<file path="config.mk">
export PLATFORM = sky130hd
export DESIGN_NAME = uart_rx
export DESIGN_NICKNAME = d
export VERILOG_FILES = /design/src/rtl/uart_rx.sv
export SDC_FILE = /design/constraint.sdc
export NUM_CORES = 1
export LEC_CHECK = 0
export ABC_AREA = 1
export BUFFER_PORTS_ARGS = -buffer_cell sky130_fd_sc_hd__buf_2
export CAP_MARGIN = 20
export CORE_UTILIZATION = 45
export CTS_CLUSTER_DIAMETER = 60
export CTS_CLUSTER_SIZE = 8
export DETAILED_ROUTE_END_ITERATION = 7
export PLACE_DENSITY_LB_ADDON = 0.05
export SYNTH_ARGS = -nofsm -noshare
export SYNTH_HDL_FRONTEND = slang
export SYNTH_SLANG_ARGS = --single-unit
</file>
<file path="constraint.sdc">
create_clock -name clk_i -period 1.6 [get_ports clk_i]
set_clock_uncertainty 0.1 [all_clocks]
set_input_delay 0.32 -clock clk_i [delete_from_list [all_inputs] [get_ports clk_i]]
set_output_delay 0.32 -clock clk_i [all_outputs]
set_load 0.02 [all_outputs]
</file>
<file path="src/rtl/uart_rx.sv">
// ============================================================================
// Module   : uart_rx
// Purpose  : 8N1 UART receiver. It runs from a 16x oversample enable and holds
//            each byte in a single ready/clear output register. An optional
//            parity bit is enabled with the macro UART_RX_PARITY_EN.
// Revision : 1.0 - initial release
// ============================================================================
`default_nettype none

module uart_rx #(
    parameter int DATA_BITS  = 8,
    parameter int SAMPLE_MID = 7,
    parameter int PARITY_ODD = 0
) (
    input  logic                 clk_i,
    input  logic                 rst_i,
    input  logic                 rxclk_en_i,
    input  logic                 rx_i,
    input  logic                 rdy_clr_i,
    output logic [DATA_BITS-1:0] data_o,
    output logic                 rdy_o,
    output logic                 frame_err_o,
    output logic                 overrun_o,
`ifdef UART_RX_PARITY_EN
    output logic                 parity_err_o,
`endif
    output logic                 busy_o
);

    typedef enum logic [2:0] {
        ST_IDLE   = 3'd0,
        ST_START  = 3'd1,
        ST_DATA   = 3'd2,
        ST_PARITY = 3'd3,
        ST_STOP   = 3'd4
    } state_t;

    localparam logic [3:0] c_SAMPLE_MID = 4'(SAMPLE_MID);
    localparam logic [3:0] c_SAMPLE_END = 4'hF;
    localparam logic [2:0] c_LAST_BIT   = 3'(DATA_BITS - 1);

    generate
        if (DATA_BITS < 5 || DATA_BITS > 8 || SAMPLE_MID < 0 || SAMPLE_MID > 15 ||
            PARITY_ODD < 0 || PARITY_ODD > 1) begin : g_bad_param
            $error("uart_rx: illegal parameter value");
        end
    endgenerate

    state_t               r_state;
    logic                 r_rx_meta;
    logic                 r_rx_s;
    logic [3:0]           r_sample_cnt;
    logic [2:0]           r_bit_cnt;
    logic [DATA_BITS-1:0] r_shift;
    logic                 r_busy;
    logic [DATA_BITS-1:0] r_data;
    logic                 r_rdy;
    logic                 r_frame_err;
    logic                 r_overrun;
    logic                 w_done;
    logic                 w_accept;

    assign w_done   = rxclk_en_i && (r_state == ST_STOP) && (r_sample_cnt == c_SAMPLE_END);
    assign w_accept = !r_rdy || rdy_clr_i;

`ifdef UART_RX_PARITY_EN
    logic r_par_bit;
    logic r_parity_err;
    logic w_parity_err;

    assign w_parity_err = ((^r_shift) ^ r_par_bit) != 1'(PARITY_ODD);

    always_ff @(posedge clk_i or posedge rst_i) begin
        if (rst_i) begin
            r_par_bit    <= 1'b0;
            r_parity_err <= 1'b0;
        end else begin
            if (rxclk_en_i && r_state == ST_PARITY && r_sample_cnt == c_SAMPLE_END)
                r_par_bit <= r_rx_s;
            if (w_done) begin
                if (w_accept)
                    r_parity_err <= w_parity_err;
            end else if (rdy_clr_i) begin
                r_parity_err <= 1'b0;
            end
        end
    end

    assign parity_err_o = r_parity_err;
`endif

    // Synchronizer idles high so that reset release never looks like a start edge.
    always_ff @(posedge clk_i or posedge rst_i) begin
        if (rst_i) begin
            r_rx_meta <= 1'b1;
            r_rx_s    <= 1'b1;
        end else begin
            r_rx_meta <= rx_i;
            r_rx_s    <= r_rx_meta;
        end
    end

    always_ff @(posedge clk_i or posedge rst_i) begin
        if (rst_i) begin
            r_state      <= ST_IDLE;
            r_sample_cnt <= 4'd0;
            r_bit_cnt    <= 3'd0;
            r_shift      <= '0;
            r_busy       <= 1'b0;
        end else if (rxclk_en_i) begin
            case (r_state)
                ST_IDLE: begin
                    if (!r_rx_s) begin
                        r_state      <= ST_START;
                        r_sample_cnt <= 4'd0;
                        r_busy       <= 1'b1;
                    end
                end
                ST_START: begin
                    if (r_sample_cnt == c_SAMPLE_MID) begin
                        r_sample_cnt <= 4'd0;
                        r_bit_cnt    <= 3'd0;
                        if (r_rx_s) begin
                            r_state <= ST_IDLE;
                            r_busy  <= 1'b0;
                        end else begin
                            r_state <= ST_DATA;
                        end
                    end else begin
                        r_sample_cnt <= r_sample_cnt + 4'd1;
                    end
                end
                ST_DATA: begin
                    r_sample_cnt <= r_sample_cnt + 4'd1;
                    if (r_sample_cnt == c_SAMPLE_END) begin
                        // Line order is LSB first, so bits enter at the top.
                        r_shift   <= {r_rx_s, r_shift[DATA_BITS-1:1]};
                        r_bit_cnt <= r_bit_cnt + 3'd1;
                        if (r_bit_cnt == c_LAST_BIT) begin
`ifdef UART_RX_PARITY_EN
                            r_state <= ST_PARITY;
`else
                            r_state <= ST_STOP;
`endif
                        end
                    end
                end
                ST_PARITY: begin
                    r_sample_cnt <= r_sample_cnt + 4'd1;
                    if (r_sample_cnt == c_SAMPLE_END)
                        r_state <= ST_STOP;
                end
                ST_STOP: begin
                    r_sample_cnt <= r_sample_cnt + 4'd1;
                    if (r_sample_cnt == c_SAMPLE_END) begin
                        r_state <= ST_IDLE;
                        r_busy  <= 1'b0;
                    end
                end
                default: begin
                    r_state <= ST_IDLE;
                    r_busy  <= 1'b0;
                end
            endcase
        end
    end

    // Single-entry holding register; a clear on the completion clock frees the slot.
    always_ff @(posedge clk_i or posedge rst_i) begin
        if (rst_i) begin
            r_data      <= '0;
            r_rdy       <= 1'b0;
            r_frame_err <= 1'b0;
            r_overrun   <= 1'b0;
        end else if (w_done) begin
            if (w_accept) begin
                r_data      <= r_shift;
                r_rdy       <= 1'b1;
                r_frame_err <= !r_rx_s;
                r_overrun   <= 1'b0;
            end else begin
                r_overrun   <= 1'b1;
            end
        end else if (rdy_clr_i) begin
            r_rdy       <= 1'b0;
            r_frame_err <= 1'b0;
            r_overrun   <= 1'b0;
        end
    end

    assign data_o      = r_data;
    assign rdy_o       = r_rdy;
    assign frame_err_o = r_frame_err;
    assign overrun_o   = r_overrun;
    assign busy_o      = r_busy;

endmodule

`default_nettype wire

</file>
Yosys cells after proc, flatten, opt, wreduce, memory -nomap -nowiden
Cells that the tools add are included.
{"block": "totals", "register_bits": 32, "latch_bits": 0, "ram_bits": 0, "rom_bits": 0, "inputBits": 5, "wordCells": 73, "memories": 0}
{"block": "classes", "add_sub_neg": 2, "mul": 0, "div": 0, "magnitude_cmp": 0, "eq_ne": 15, "n_shift": 0, "mux": 26, "n_bitwise": 1, "reduce_logical": 18}
{"op": "3-bit 2-to-1 mux", "count": 8}
{"op": "3-bit one-hot mux with 5 select lines", "count": 1}
{"op": "2-bit inequality test (second input constant)", "count": 6}
{"op": "4-bit one-hot mux with 3 select lines", "count": 1}
{"op": "1-bit 2-to-1 mux", "count": 11}
{"op": "4-bit 2-to-1 mux", "count": 2}
{"op": "7-bit AND reduction", "count": 1}
{"op": "3-bit by 2-bit == test with 1-bit output (second input constant)", "count": 2}
{"op": "3-bit == test (second input constant)", "count": 2}
{"op": "3-bit one-hot mux with 2 select lines", "count": 1}
{"op": "3-bit AND reduction", "count": 2}
{"op": "6-bit AND reduction", "count": 1}
{"op": "4-bit by 1-bit adder with 4-bit output (second input constant)", "count": 1}
{"op": "4-bit by 3-bit == test with 1-bit output (second input constant)", "count": 1}
{"op": "4-bit == test (second input constant)", "count": 1}
{"op": "2-bit by 1-bit inequality test with 1-bit output (second input constant)", "count": 2}
{"op": "1-bit one-hot mux with 4 select lines", "count": 1}
{"op": "2-bit AND reduction", "count": 2}
{"op": "4-bit AND reduction", "count": 1}
{"op": "2-bit nonzero test", "count": 2}
{"op": "3-bit by 1-bit adder with 3-bit output (second input constant)", "count": 1}
{"op": "3-bit by 1-bit == test with 1-bit output (second input constant)", "count": 1}
{"op": "3-bit logical NOT", "count": 1}
{"op": "3-bit nonzero test", "count": 1}
{"op": "7 further kinds", "count": 9}

Logic depth before layout (Yosys ltp)
Gate-level depths: netlist of the first run.
{"block": "depth", "ltp_word": 5, "mapped_depth": 9, "mapped_depth_nobuf": 9}

Worst setup path before layout of the first run
Ideal clock, no wire load.
{"block": "synth_timing", "kind": "register to register", "from": "register r_sample_cnt[1]", "to": "register r_data[1], in the netlist data_o[1]", "setup_time_ns": 0.118, "t_arrival_ns": 1.217, "required_time_ns": 1.382, "setup_slack_ns": 0.165, "path_stages_with_launch": 8, "path_buffers": 1, "cell_sequence": "dfrtp_1 ha_1 nand3_2 nor2_4 nand4_4 buf_6 nand2_2 o21ai_2"}
{"block": "synth_between", "elab_chain_len": 3}
{"element": "from (decl)", "line": "52", "source": "logic [3:0] r_sample_cnt;"}
{"element": "from (signal assigned)", "line": "130", "source": "r_sample_cnt <= r_sample_cnt + 4'd1;"}
{"element": "from (signal assigned)", "line": "134", "source": "r_sample_cnt <= r_sample_cnt + 4'd1;"}
{"element": "from (signal assigned)", "line": "149", "source": "r_sample_cnt <= r_sample_cnt + 4'd1;"}
{"element": "4-bit == test", "line": "63", "source": "assign w_done = rxclk_en_i && (r_state == ST_STOP) && (r_sample_cnt == c_SAMPLE_END);"}
{"element": "1-bit logical AND", "line": "63"}
{"element": "2-bit AND reduction (no source line)"}
{"element": "to (signal assigned)", "line": "177", "source": "r_data <= r_shift;"}
{"element": "to (decl)", "line": "56", "source": "logic [DATA_BITS-1:0] r_data;"}
Every way passes these cells.
A chain may end at the register's enable or synchronous reset.

Final worst setup path of the first run
{"block": "layout_timing", "from": "register r_sample_cnt[1]", "to": "register r_data[3], in the netlist data_o[3]"}
Same word-level chain as after synthesis.

==> metrics.cfg, run 1 <==
[sta]
hold_violations=0
period_minus_slack_ps=1600
drv_slew=0
layout_setup_ws_ps=-2.68
rsz0062_at_grt=true
finalSetupViolCount=1
tightest_slew_ps=396
fmax_ghz=0.624
slew_headroom_pct=73.6
post-route-period-util_pct=100
finalSetupTns_ps=-2.68

[routing]
dr.pass1.iters=4
drcViolationCount=0
drtIter0Drc=36
vias=1241
wire_per_inst_um=12.0
drtAntennaViolNets=0
wl_um=3210
viasPerCell=4.67

[layout]
n_antenna_cell=0
drive_above_1_share_pct=34.1
stdcell_area_mm2=0.00199
final_nets=227
syn_to_final_growth_pct=24.2

[power_and_ir_drop]
power_density_mw_per_mm2=1130
power.switching_uw=812
p_seq_share_pct=43.6
power_leakage_nw=1.05
pwr-share-clk_pct=26.9
combinationalPowerShare_pct=29.5
internal_power_mw=1.44
switching_share_pct=36.0
irDropWorstVdd_uv=567

[die]
die_x_um=61.7
dieArea_mm2=0.00381
initial_core_util_pct=47.7
ios=17
die_y_um=61.7
core.rowCount=21
core_area_mm2=0.00336

[clock_network]
clk_pin_slew_worst_paths_ps=100
htree_levels=2
cts_tree=built
clock-root-buffer=clkbuf_4
clock_sinks=32
clock_path_buffers=2
insertion_delay_ps=330
numCtsBuffers=5

[worst_setup_path]
critPathArrivalTime_ps=1730
cp-start-kind=flip-flop
crit_path_max_incr_delay_ps=430
path_cells=ha_4 > nand3_4 > nor2_4 > nand4_4 > buf_12 > buf_8 > nand2_1 > o21ai_2
crit_path_max_fanout=6
criticalPathCategory=reg2reg
crit_required_ps=1730
crit_path_top_delay_cell=dfrtp_1
worstSetupEndpointType=flip-flop

[placed_design]
portBuffers=16
placed_area_mm2=0.00173
place_congestion=0.836
dp_hpwl_um=2070

[synth]
synth_top_cells_by_count=nand2_1 (60), dfrtp_1 (30), inv_1 (30)
yosysMostFrequentCell=nand2_1
yosysWarnings=0
seq_area_frac_synth_pct=50.1
synth_area_leaders=dfrtp_1 (47%), nand2_1 (14%), o21ai_2 (8.2%)
ys_async_sr_fraction_pct=100
syn_nets=193
synth_top_cell_by_area=dfrtp_1
syn_avg_cell_area_um2=8.67
yosysUniqueCellTypes=21
yosysTopAreaCellShare_pct=46.8
ys.flop_type=dfrtp_1
syn_area_mm2=0.00160
synth_edf_count=0
synth_cells=185
ys_ff_latch=32

[grt]
grt_overflow_total=0
grt_pass1_vias=1119
grt_antenna_before_repair=0
grt_max_degree=33
grtUsageTotal_pct=18.7
grt_pass1_wl_um=4980

[run_status]
outcome=complete, but fails checks
violations=setup timing

[flow_run]
cap_violations=0

[hold_path]
min_path_type=in2reg

critical path: cells and delay by family (launching register included):
kind / cells / cell delay [ps]
AO/OA/AOI/OAI: 1 / 50
adder cells (fa/ha/maj): 1 / 190
buffers and inverters: 2 / 280
flip-flops: 1 / 430
AND/OR/NAND/NOR: 4 / 440
layer usage:
layer	track usage [%]	up-vias	share of wire [%]
li1	-	635	-
met1	23.6	590	43
met2	29.2	14	54
met3	7.45	2	3.1
met4	6.67	0	0.59
met5	0	-	0
placed cells by master (no fill, tap or decap), types with 3 or more instances in the layout:
master	count
inv_1	28
o21ai_2	15
o21ai_0	3
clkbuf_4	5
nand3_1	10
nor2_4	4
nor2_2	5
nor2_1	10
buf_2	16
nand2_4	3
dfrtp_1	28
buf_4	9
nand2_1	56
area by class of cell:
| type | instances | area, um2 |
|---|---|---|
| Timing Repair Buffer | 30 | 223 |
| Multi-Input combinational cell | 120 | 717 |
| Clock buffer | 6 | 41.3 |
| Clock inverter | 2 | 35.0 |
| Fill cell | 323 | 1370 |
| Inverter | 30 | 113 |
| Sequential cell | 32 | 806 |
| Tap cell | 46 | 57.6 |
power groups by stage:
stage,clock network [mW],registers [mW],logic [mW]
global route,0.663,0.995,0.750
finish,0.607,0.984,0.665
global placement,0,0.987,0.549
floorplan,0,0.961,0.485
CTS,0.629,0.973,0.566
detailed placement,0,0.989,0.558
kinds of logic (layout without fill, tap and decap cells):
family | count (synthesis) | count (layout) | synth area share [%]
flops | 32 | 32 | 50.1
simple gates | 97 | 97 | 28.5
compound gates | 19 | 19 | 9.44
fa+ha+maj | 3 | 3 | 2.34
buf+inv | 33 | 68 | 9.13
xor+xnor | 1 | 1 | 0.546
state kept, by name, summed over array words and instances, names as in the netlist, 3 cells and up:
signal	count
data_o	8
r_shift	8
r_sample_cnt	4
r_bit_cnt	3
r_state	3
path summary, 6_finish.rpt:
kind                                             start                     endpoint  slack, ps  depth (start not counted)
max reg2reg                r_sample_cnt[1]$_DFFE_PP0P_        data_o[3]$_DFFE_PP0P_         -3                          8
max                        r_sample_cnt[1]$_DFFE_PP0P_        data_o[3]$_DFFE_PP0P_         -3                          8
min reg2reg                        r_rx_meta$_DFF_PP1_             r_rx_s$_DFF_PP1_        260                          0
max in group asynchronous                        rst_i             r_rx_s$_DFF_PP1_        580                          4
min in group asynchronous                        rst_i  r_sample_cnt[3]$_DFFE_PP0P_        500                          4
min                                          rdy_clr_i      frame_err_o$_DFFE_PP0P_        180                          4
through the flow:
stage	setup slack, ps	hold WS [ps]	std cells	util (%)	total power, mW
final	-2.68	175	266	59.2	2.26
after global routing	-78.6	207	266	59.2	2.41
after CTS	50.0	166	258	54.9	2.17
after detailed placement	-53.0	248	247	51.5	1.55
after global placement	17.0	247	247	51.5	1.54
after floorplan	165	224	185	-	1.45
what timing repair did:
item / CTS / global route
resized for setup: 0 / 26
setup endpoints to repair: 10 / 22
setup buffers: 1 / 8
pin swaps: 0 / 7
hold buffers: 2 / 0
endpoints found under the hold margin: 31 / 0
No activity file was read; power rests on OpenSTA's default activity.
==> inputs of run 2 (changes only) <==
--- a/config.mk
+++ b/config.mk
@@ -8,11 +8,12 @@
 export ABC_AREA = 1
 export BUFFER_PORTS_ARGS = -buffer_cell sky130_fd_sc_hd__buf_2
 export CAP_MARGIN = 20
-export CORE_UTILIZATION = 45
+export CORE_UTILIZATION = 40
 export CTS_CLUSTER_DIAMETER = 60
 export CTS_CLUSTER_SIZE = 8
 export DETAILED_ROUTE_END_ITERATION = 7
 export PLACE_DENSITY_LB_ADDON = 0.05
+export SLEW_MARGIN = 10
 export SYNTH_ARGS = -nofsm -noshare
 export SYNTH_HDL_FRONTEND = slang
 export SYNTH_SLANG_ARGS = --single-unit
==> metrics.cfg, run 2 (synthesis gave the netlist of run 1 again) <==
[run_status]
outcome=completed

[layout]
n_antenna_cell=0
drive_above_1_share_pct=28.5
instances_no_fill=262
layout_commonest_cell=nand2_1
syn_to_final_growth_pct=18.6
final_nets=221
nFillCells=371
layout_common_cells=nand2_1 (60), inv_1 (29), dfrtp_1 (29), buf_2 (16), o21ai_2 (15)

[routing]
vias=1216
drtIter0Drc=42
drcViolationCount=0
wire_per_inst_um=11.1
wl_um=2920
viasPerCell=4.64
drtAntennaViolNets=0
dr.pass1.iters=4

[worst_setup_path]
rr_worst_depth=7
worst_r2r_endpoint=r_state[1]$_DFFE_PP0P_
path_cells=nor2_1 > nand2_1 > nor2_1 > nor2_4 > nand2_1 > nand2_1 > nand2_1
r2r-start=r_state[2]$_DFFE_PP0P_
crit_path_top_delay_cell=dfrtp_2
crit_path_max_incr_delay_ps=480
worstSetupEndpointType=flip-flop
rrSetupSlack_ps=90
crit_required_ps=1720
cp-endpoint=r_state[1]$_DFFE_PP0P_
crit_path_start=r_state[2]$_DFFE_PP0P_
cp_common_cell=nand2_1
critPathArrivalTime_ps=1630
crit_path_max_fanout=7
cp-start-kind=flip-flop
criticalPathCategory=reg2reg

[grt]
grt_use_met2_pct=26.5
grt_pass1_wl_um=5070
gr-usage-met1_pct=19.1
grtUsageTotal_pct=15.9
busiest_layer=met2
met3_usage_pct=5.21
grt_max_degree=33
grt_overflow_total=0
grt_antenna_before_repair=0
grt_pass1_vias=1156

[sta]
period_minus_slack_ps=1510
hold_slack_ps=16.3
finalSetupTns_ps=0
slew_headroom_pct=73.5
drv_slew=0
fmax_ghz=0.662
finalSetupViolCount=0
layout_setup_ws_ps=89.8
tightest_slew_ps=398
hold_violations=0
post-route-period-util_pct=94.4

[power_and_ir_drop]
power_leakage_nw=1.02
power_density_mw_per_mm2=1210
irDropWorstVdd_uv=497
total_power_mw=2.30

[die]
ios=17
initial_core_util_pct=42.8
dieArea_mm2=0.00427
die_y_um=65.3
die_x_um=65.3
core.rowCount=22
core_area_mm2=0.00374

[clock_network]
clock_sinks=32
cts_tree=built
clock_path_buffers=2
insertion_delay_ps=270
htree_levels=2
clk_pin_slew_worst_paths_ps=70
clock-root-buffer=clkbuf_8
numCtsBuffers=5

[placed_design]
dp_slack_ps=-43.2
post-place-cells=250
dp_hpwl_um=2120
place_congestion=0.786
portBuffers=16

[hold_path]
min_path_type=in2async

[flow_run]
cap_violations=0

## run 2: area by class of cell
type,instances,area [um2],area share [%]
Sequential cell,32,805,42.3
Multi-Input combinational cell,120,672,35.3
Timing Repair Buffer,24,153,8.03
Inverter,30,113,5.92
Clock buffer,8,100,5.26
Tap cell,48,60.1,3.16
## run 2: worst max-delay path: cells and delay by family (launching register included)
family	cells	cell delay, ps
DFF	1	480
and+or+nand+nor	7	870
## run 2: how the worst min path moves through the flow
stage,startpoint,end,slack (ps),depth (start not counted)
floorplan,rx_i,r_rx_meta$_DFF_PP1_,220,0
global placement,r_rx_meta$_DFF_PP1_,r_rx_s$_DFF_PP1_,250,0
detailed placement,r_rx_meta$_DFF_PP1_,r_rx_s$_DFF_PP1_,250,0
CTS,rst_i,r_shift[3]$_DFFE_PP0P_,20,3
global route,rx_i,r_rx_meta$_DFF_PP1_,30,1
finish,rst_i,r_shift[3]$_DFFE_PP0P_,20,3
## run 2: routing by layer
metal  share of wire (%)  wire length [um]
met2                  52              1510
met4                0.62                18
met3                 3.3                96
met5                   0                 0
met1                  45              1300
## run 2: repair_timing
action | 4_1_cts | 5_1_grt
hold buffers | 0 | 0
gates resized for setup | 0 | 6
setup buffers | 1 | 3
setup endpoints to repair | 10 | 11
pin swaps | 0 | 2
## run 2: per-stage QoR
stage	utilization (%)	cell area, um2
floorplan	-	1600
global placement	46.5	1740
detailed placement	46.5	1740
CTS	49.7	1860
global route	50.8	1900
finish	50.8	1900
## run 2: report_power, final
group          internal, mW  switching [mW]  leakage [nW]  total (mW)
registers             0.882           0.103         0.433       0.985
logic                 0.234           0.419         0.535       0.652
clock network         0.392           0.272        0.0515       0.664
total                  1.51           0.794          1.02        2.30
